## src/rtl/lookahead_multiport_ram_pkg.sv

```systemverilog
// Shared definitions for the multi-port lookahead RAM: byte width, sweep FSM
// state type and a constant-evaluable ceil(log2) helper.
package lookahead_multiport_ram_pkg;

  localparam int BYTE_WIDTH = 8;

  typedef enum logic {
    IDLE  = 1'b0,
    SWEEP = 1'b1
  } sweep_state_e;

  function automatic int clog2(input int value);
    int r;
    r = 0;
    while ((1 << r) < value) r++;
    return r;
  endfunction

endpackage

```

## src/rtl/lookahead_ram_rd_bank.sv

```systemverilog
// One replicated array copy plus one read port: registered read, registered
// write snapshot and a per-byte combinational merge for same-edge writes.
module lookahead_ram_rd_bank
  import lookahead_multiport_ram_pkg::*;
#(
  parameter int DATA_WIDTH    = 32,
  parameter int DEPTH         = 16,
  parameter int ADDRESS_WIDTH = 4
) (
  input  logic                             clk,
  input  logic                             reset_n,
  input  logic                             wr_en,
  input  logic [ADDRESS_WIDTH-1:0]         wr_address,
  input  logic [DATA_WIDTH-1:0]            wr_writedata,
  input  logic [DATA_WIDTH/BYTE_WIDTH-1:0] wr_byteenable,
  input  logic [ADDRESS_WIDTH-1:0]         rd_address,
  output logic [DATA_WIDTH-1:0]            rd_readdata
);

  localparam int BE_W = DATA_WIDTH / BYTE_WIDTH;

  logic [DATA_WIDTH-1:0] mem [DEPTH];
  logic [DATA_WIDTH-1:0] rd_q;
  logic [DATA_WIDTH-1:0] bypass_data_q;
  logic [BE_W-1:0]       bypass_mask_q;
  logic                  hit_q;
  logic                  rd_in_range;

  assign rd_in_range = 32'(rd_address) < DEPTH;

  // wr_en is only ever raised for in-range addresses
  always_ff @(posedge clk) begin
    if (wr_en) begin
      for (int b = 0; b < BE_W; b++) begin
        if (wr_byteenable[b]) mem[wr_address][b*BYTE_WIDTH +: BYTE_WIDTH] <= wr_writedata[b*BYTE_WIDTH +: BYTE_WIDTH];
      end
    end
  end

  always_ff @(posedge clk or negedge reset_n) begin
    if (!reset_n) begin
      rd_q          <= '0;
      bypass_data_q <= '0;
      bypass_mask_q <= '0;
      hit_q         <= 1'b0;
    end else begin
      rd_q          <= rd_in_range ? mem[rd_address] : '0;
      bypass_data_q <= wr_writedata;
      bypass_mask_q <= wr_byteenable;
      hit_q         <= wr_en && (wr_address == rd_address);
    end
  end

  always_comb begin
    rd_readdata = rd_q;
    if (hit_q) begin
      for (int b = 0; b < BE_W; b++) begin
        if (bypass_mask_q[b]) rd_readdata[b*BYTE_WIDTH +: BYTE_WIDTH] = bypass_data_q[b*BYTE_WIDTH +: BYTE_WIDTH];
      end
    end
  end

endmodule

```

## src/rtl/lookahead_multiport_ram.sv

```systemverilog
// Multi-port lookahead RAM: one byte-enabled write port shared by NUM_RD_PORTS
// replicated read banks, with a zero sweep after reset and on clear.
//
// state | meaning
// IDLE  | normal operation, user writes accepted, clear starts a sweep
// SWEEP | zero written to address=counter each cycle, user writes dropped
module lookahead_multiport_ram
  import lookahead_multiport_ram_pkg::*;
#(
  parameter int DATA_WIDTH     = 32,
  parameter int DEPTH          = 16,
  parameter int ADDRESS_WIDTH  = 4,
  parameter int NUM_RD_PORTS   = 2,
  parameter int CLEAR_ON_RESET = 1
) (
  input  logic                                  clk,
  input  logic                                  reset_n,
  input  logic                                  clear,
  input  logic [ADDRESS_WIDTH-1:0]              wr_address,
  input  logic [DATA_WIDTH-1:0]                 wr_writedata,
  input  logic [DATA_WIDTH/BYTE_WIDTH-1:0]      wr_byteenable,
  input  logic                                  wr_write,
  output logic                                  wr_waitrequest,
  input  logic [NUM_RD_PORTS*ADDRESS_WIDTH-1:0] rd_address,
  output logic [NUM_RD_PORTS*DATA_WIDTH-1:0]    rd_readdata
);

  localparam int BE_W  = DATA_WIDTH / BYTE_WIDTH;
  localparam int CNT_W = (clog2(DEPTH) < 1) ? 1 : clog2(DEPTH);
  localparam logic [CNT_W-1:0] CNT_LAST = CNT_W'(DEPTH - 1);

  sweep_state_e             state, state_nxt;
  logic [CNT_W-1:0]         cnt, cnt_nxt;
  logic                     wait_q;
  logic                     mem_we;
  logic [ADDRESS_WIDTH-1:0] mem_addr;
  logic [DATA_WIDTH-1:0]    mem_wdata;
  logic [BE_W-1:0]          mem_be;

  always_ff @(posedge clk or negedge reset_n) begin
    if (!reset_n) begin
      wait_q <= 1'b1;
      if (CLEAR_ON_RESET != 0) begin
        state <= SWEEP;
        cnt   <= CNT_LAST;
      end else begin
        state <= IDLE;
        cnt   <= '0;
      end
    end else begin
      state  <= state_nxt;
      cnt    <= cnt_nxt;
      wait_q <= (state_nxt == SWEEP);
    end
  end

  // The sweep owns the shared write port; its zero write also feeds lookahead.
  always_comb begin
    state_nxt = state;
    cnt_nxt   = cnt;
    mem_we    = wr_write && !wait_q && (32'(wr_address) < DEPTH);
    mem_addr  = wr_address;
    mem_wdata = wr_writedata;
    mem_be    = wr_byteenable;
    case (state)
      IDLE: begin
        if (clear) begin
          state_nxt = SWEEP;
          cnt_nxt   = CNT_LAST;
        end
      end
      SWEEP: begin
        mem_we    = 1'b1;
        mem_addr  = ADDRESS_WIDTH'(cnt);
        mem_wdata = '0;
        mem_be    = '1;
        if (cnt == '0) state_nxt = IDLE;
        else           cnt_nxt   = cnt - CNT_W'(1);
      end
      default: state_nxt = IDLE;
    endcase
  end

  assign wr_waitrequest = wait_q;

  for (genvar k = 0; k < NUM_RD_PORTS; k++) begin : g_rd
    lookahead_ram_rd_bank #(
      .DATA_WIDTH    (DATA_WIDTH),
      .DEPTH         (DEPTH),
      .ADDRESS_WIDTH (ADDRESS_WIDTH)
    ) u_bank (
      .clk           (clk),
      .reset_n       (reset_n),
      .wr_en         (mem_we),
      .wr_address    (mem_addr),
      .wr_writedata  (mem_wdata),
      .wr_byteenable (mem_be),
      .rd_address    (rd_address[k*ADDRESS_WIDTH +: ADDRESS_WIDTH]),
      .rd_readdata   (rd_readdata[k*DATA_WIDTH +: DATA_WIDTH])
    );
  end

endmodule

```

## config.mk

```make
export PLATFORM = sky130hd
export DESIGN_NAME = lookahead_multiport_ram
export DESIGN_NICKNAME = d
export VERILOG_FILES = /design/src/rtl/lookahead_multiport_ram_pkg.sv /design/src/rtl/lookahead_ram_rd_bank.sv /design/src/rtl/lookahead_multiport_ram.sv
export SDC_FILE = /design/constraint.sdc
export NUM_CORES = 1
export LEC_CHECK = 0
export CAP_MARGIN = 20
export CORE_ASPECT_RATIO = 2
export CORE_MARGIN = 5
export CORE_UTILIZATION = 40
export CTS_BUF_LIST = sky130_fd_sc_hd__clkbuf_4
export CTS_CLUSTER_SIZE = 25
export DETAILED_ROUTE_END_ITERATION = 6
export PLACE_DENSITY_LB_ADDON = 0.05
export RECOVER_POWER = 50
export SKIP_CTS_REPAIR_TIMING = 1
export SLEW_MARGIN = 40
export SYNTH_ARGS = -nofsm -noshare
export SYNTH_HDL_FRONTEND = slang
export SYNTH_HIERARCHICAL = 1
export SYNTH_SLANG_ARGS = --single-unit
```

## constraint.sdc

```tcl
create_clock -name clk -period 7.1 [get_ports clk]
set_clock_uncertainty 0.15 [all_clocks]
set_input_delay 1.42 -clock clk [delete_from_list [all_inputs] [get_ports clk]]
set_output_delay 1.42 -clock clk [all_outputs]
set_load 0.1 [all_outputs]
```

Word-level counts from Yosys, hierarchy flattened
Memory sizes are Yosys's and may differ from the RTL's. A register that Yosys moved wholly into a read port is not among the register bits.
Index checks and enable logic that the tools add are counted.

word-level totals
  bits of input ports = 52
  word-level logic and storage cells = 54
  RAM bits = 1024
  bits in latches = 0
  register bits after elaboration = 43
  ROM bits = 0
  output and inout port bits = 65
  memories = 2

memory list
  memory              words  bits a word  read ports  clocked after Yosys merged registers in  wr ports  RTL line                     RTL
  g_rd[0].u_bank.mem  16     32           1           1                                        1         lookahead_ram_rd_bank.sv:22  logic [DATA_WIDTH-1:0] mem [DEPTH];
  g_rd[1].u_bank.mem  16     32           1           1                                        1         lookahead_ram_rd_bank.sv:22

operators by class
  divide/modulo/power cells = 0
  multiplexer cells = 32
  $mul = 0
  magnitude comparators = 0
  reductions and logical operators = 8
  $add $sub $neg = 1
  equal/unequal tests = 4
  bitwise operators = 1
  shift operators = 0

operators with widths
  kind                                                                count
  32-bit 2-to-1 mux                                                   3
  8-bit 2-to-1 mux                                                    8
  4-bit 2-to-1 mux                                                    4
  1-bit 2-to-1 mux                                                    15
  4-bit equality test                                                 2
  4-bit case mux with 2 select lines                                  1
  4-bit logical NOT                                                   1
  2-bit != test, second input constant                                2
  4-bit by 1-bit subtractor with 4-bit output, second input constant  1
  1-bit logical AND                                                   3
  1-bit logical NOT                                                   3
  1-bit case mux with 2 select lines                                  1
  2-bit AND reduction                                                 1
  1-bit inverter                                                      1

Logic depth before layout (Yosys ltp)
  depth after elaboration = 5
  gate-level depth with buffers = 6

Hierarchy
The synthesis kept the hierarchy.

modules (own cells, without submodules)
  module                   instances  sequential area each (um^2)  cells an instance  area an instance (um^2)
  lookahead_ram_rd_bank    2          17101.4                      992                21615.7
  lookahead_multiport_ram  1          131.4                        72                 600.6

Worst setup path before layout
No wires, ideal clock.

  path kind = input -> register
  start = input port wr_address[1]
  end = memory g_rd[0].u_bank.mem[13][10], enable pin
  cell stages on the path = 5
  path slack = 3.950 ns
  data arrival time = 2.630 ns
  cell sequence = mux2_2 -> clkbuf_1 -> nor2b_1 -> nand3_1 -> nor2_1

on the way
  cells in the longest elaborated chain, start to end = 1

ends and longest elaborated chain
  item                RTL line                       RTL
  start: declaration  lookahead_multiport_ram.sv:19  input logic [ADDRESS_WIDTH-1:0] wr_address,
  4-bit 2-to-1 mux    lookahead_multiport_ram.sv:65  case (state)
  end: declaration    lookahead_ram_rd_bank.sv:22

Every way passes these cells.

Final worst setup path
  start = register wait_q (netlist: wr_waitrequest)
  end = memory g_rd[1].u_bank.mem[3][23], enable pin

on the way
  elaborated cells between the ends (all ways) = 8

RTL lines
  item                      RTL line                       RTL
  start: declaration        lookahead_multiport_ram.sv:34  logic wait_q;
  start signal: assignment  lookahead_multiport_ram.sv:53  wait_q <= (state_nxt == SWEEP);
  4-bit 2-to-1 mux          --
  named net mem_addr[3]     lookahead_multiport_ram.sv:36  logic [ADDRESS_WIDTH-1:0] mem_addr;
  end: declaration          lookahead_ram_rd_bank.sv:22

The timed path passes the listed nets, and every way through them passes these cells.

==> key figures <==
Placement
  – PortBufs: 116
  – Final weighted congestion in routability-driven placement: 0.768
  – Pre-CTS setup slack: 2450 ps
  – Placed wire-length estimate after detailed placement: approximately 75000 um

Run
  – Max-cap violations: 27

Yosys
  – Post-synthesis instance area: about 0.044 sq mm
  – Distinct cells, synth: 33
  – Register bit count reported by yosys: 1167
  – Number of enable-type register cells in the synthesized netlist: 1024
  – Top cells by area in the synthesized netlist: edfxtp_1 70%, mux4_2 13%, dfrtp_1 7.9%
  – Avg Inst Size Synth: 21.3 sq um
  – Most frequent cell after synthesis: edfxtp_1
  – Synth top cells by count: 1024 x edfxtp_1, 256 x mux4_2, 138 x dfrtp_1
  – Share of synthesized area occupied by flip-flops and latches: between 70% and 80%
  – Post-synth net total: approximately 2100
  – Warnings, synthesis: 6
  – Post-synth top flop: edfxtp_1
  – Number of instances in the synthesized netlist: 2056
  – Largest area contributor in the netlist: edfxtp_1
  – Fraction of synthesis flops using an asynchronous set or reset pin: 12.3%
  – Top cell type's share of synthesized area: 70.2%

Worst setup path
  – Worst r2r path cells: 5
  – Number of cells on the critical path: 5
  – Crit path kind: register to register
  – Buffers and inverters on the worst path: 1
  – Internal reg-to-reg setup slack: 2030 ps
  – Crit path top cell by count: nor2_1
  – Capturing instance or port of the critical path: g_rd[1].u_bank/mem[3][23]
  – Cell breakdown of the critical path: clkbuf_1, mux2_2, nor2_1, nand3_1, nor2_1
  – Largest fanout on the critical path: 32
  – Library cell contributing the largest single delay on the critical path: clkbuf_1
  – CP required: 7730 ps
  – Reg2Reg Capture Point: g_rd[1].u_bank/mem[3][23]
  – Arrival time of data at the critical path endpoint: 5690 ps
  – Critical path's top delay family: simple AND/OR/NAND/NOR gates
  – Endpoint type of the worst setup path: register
  – Category of the worst setup path launch point: register
  – Critical Path Start: wr_waitrequest
  – Worst reg2reg path startpoint: wr_waitrequest
  – Crit path largest cell delay: 1540 ps

Global routing
  – Pin count of the biggest net entering global routing: 117
  – Global-route wire length before repair: 168000 um
  – Total global routing overflow: 0
  – Number of antenna violations at the first check in global routing: 4
  – Vias in the first global route: 24000
  – Global routing usage summed across all routing layers: 20.2%

Routing
  – WL final: about 120000 um
  – First-iteration detailed-routing DRC count: roughly 1500
  – Remaining antenna violation count: 0
  – Via count: 21700
  – Detailed-route DRC error count: 0
  – Average vias per placed instance: 5.43
  – Drt first pass iters: 5
  – Routed WL per cell: 29.5 um

Power
  – Static leakage: 17.3 nW
  – Peak supply drop: approximately 0.00030 V
  – Total power density per cell area: 403 mW/mm^2

Clocking
  – Clock tree from TritonCTS: done
  – Number of H-tree levels: 5
  – Clock tree buffer depth: 4
  – CTS clk-pin slew, worst paths: 60 ps
  – Clock latency on the worst-skew pair: 1180 ps
  – Number of buffers created by CTS: 283
  – Clock net sink count: 1167
  – Library cell used as clock root buffer: clkbuf_4

STA
  – Endpoints failing hold: 0
  – Final worst path period share: 71.4%
  – Slew at the pin with the worst max-slew slack: ~2200 ps
  – Clock period minus final worst setup slack: 5070 ps
  – Final setup violating endpoints: 0
  – Worst-case headroom to the max-slew limit: -45.9%
  – Achievable clock frequency: approximately 200 MHz
  – Setup total negative slack: 0 ps
  – Unrepaired setup endpoints after global routing: no
  – Slack of the critical path: 2030 ps
  – Total count of max-transition violations in the final report: 971

Floorplanning
  – X dimension of the die: 244 um
  – Total number of placement rows: 171
  – I/O pins: about 120
  – Chip height: 478 um
  – Initial standard-cell utilization of the core: approximately two fifths
  – Core outline area: 0.109 sq mm
  – Total die area: 0.117 sq mm

Hold path
  – Min-Delay Path Class: register to register

Status
  – Failing checks: max-capacitance violations, max-slew violations
  – Outcome: finished, violations left

Final layout
  – Layout overhead on the synthesized area: 13.7%
  – Fraction of final layout cells with drive strength greater than 1: between 30% and 40%
  – Net count, final: 2458
-- cells by family (layout without fill, tap and decap cells) --
logic type               count (synthesis)  in the layout  share of synthesized area [%]
AO/OA/AOI/OAI                          135            135                           2.33
XOR/XNOR                                 8              8                          0.160
adder cells (fa/ha/maj)                  2              2                         0.0571
buffers and inverters                  112            657                           1.17
flip-flops                            1167           1167                           78.3
multiplexers                           324            324                           14.9
other                                    0              7                              0
AND/OR/NAND/NOR                        308            308                           3.05
-- per-stage QoR --
step | instance area [sq um] | cells | utilization, % | hold slack (ps) | power, mW
global placement | 46700 | 3496 | 43.0 | 404 | 15.0
detailed placement | 46600 | 3499 | 42.8 | 413 | 15.1
finish | 49800 | 3992 | 45.9 | 417 | 20.1
CTS | 49900 | 3981 | 45.9 | -182 | 20.5
floorplan | 43800 | 2056 | - | 384 | 13.1
global route | 49800 | 3991 | 45.9 | 436 | 21.0
-- report_power, final --
part	switching, mW	internal (mW)	leakage (nW)
logic	3.76	1.04	3.89
clock network	2.59	2.66	2.04
registers	0.379	9.66	11.3
-- worst min path at each step --
stage	startpoint	to	slack, ps	cells past startpoint
4_1_cts	reset_n	g_rd[1].u_bank/rd_q[1]	-180	1
3_5_place_dp	cnt[1]	cnt[1]	410	1
5_1_grt	cnt[1]	cnt[1]	440	1
2_1_floorplan	cnt[3]	cnt[3]	380	2
6_report	cnt[1]	cnt[1]	420	1
3_3_place_gp	cnt[1]	cnt[1]	400	1
-- state kept, by name (all words and copies together), names as in the netlist --
name and count:
g_rd.u_bank/hit_q 2, cnt 4, g_rd.u_bank/bypass_mask_q 8, g_rd.u_bank/rd_q 64
wr_waitrequest 1, g_rd.u_bank/mem 1024, g_rd.u_bank/bypass_data_q 64
-- worst reg2reg max path, stage by stage (launching register included) --
cell	delay, ps
dfstp_1	520
clkbuf_1	1550
mux2_2	640
nor2_1	290
nand3_1	680
nor2_1	850
-- cell usage in the layout (no fill, tap or decap), types with 46 or more instances in the layout --
cell type / netlist / final
mux2_2: 68 / 68
clkdlybuf4s50_1: 0 / 46
a22oi_1: 128 / 128
buf_2: 20 / 64
mux4_2: 256 / 256
nor2_1: 136 / 75
nand2_1: 100 / 100
dfrtp_1: 138 / 138
clkbuf_4: 0 / 412
nor2_2: 1 / 60
edfxtp_1: 1024 / 1024
clkinv_1: 0 / 55
-- final cells by class --
type                            instances  area, sq um
Clock buffer                          412         3090
Fill cell                            9439        58900
Tap cell                             1384         1730
Inverter                                5         18.8
Clock inverter                         70          280
Timing Repair Buffer                  170         1150
Sequential cell                      1167        34300
Multi-Input combinational cell        777         9210
Antenna cell                            7         17.5
-- per-layer routing --
metal	share of wire [%]	global-route usage, %	vias to the layer above
met5	0	0	-
met3	4.7	4.74	213
li1	-	-	9249
met1	36	22.5	11500
met4	4.4	9.13	0
met2	54	36.6	737
Note: power is estimated with default switching activity, not from simulation.
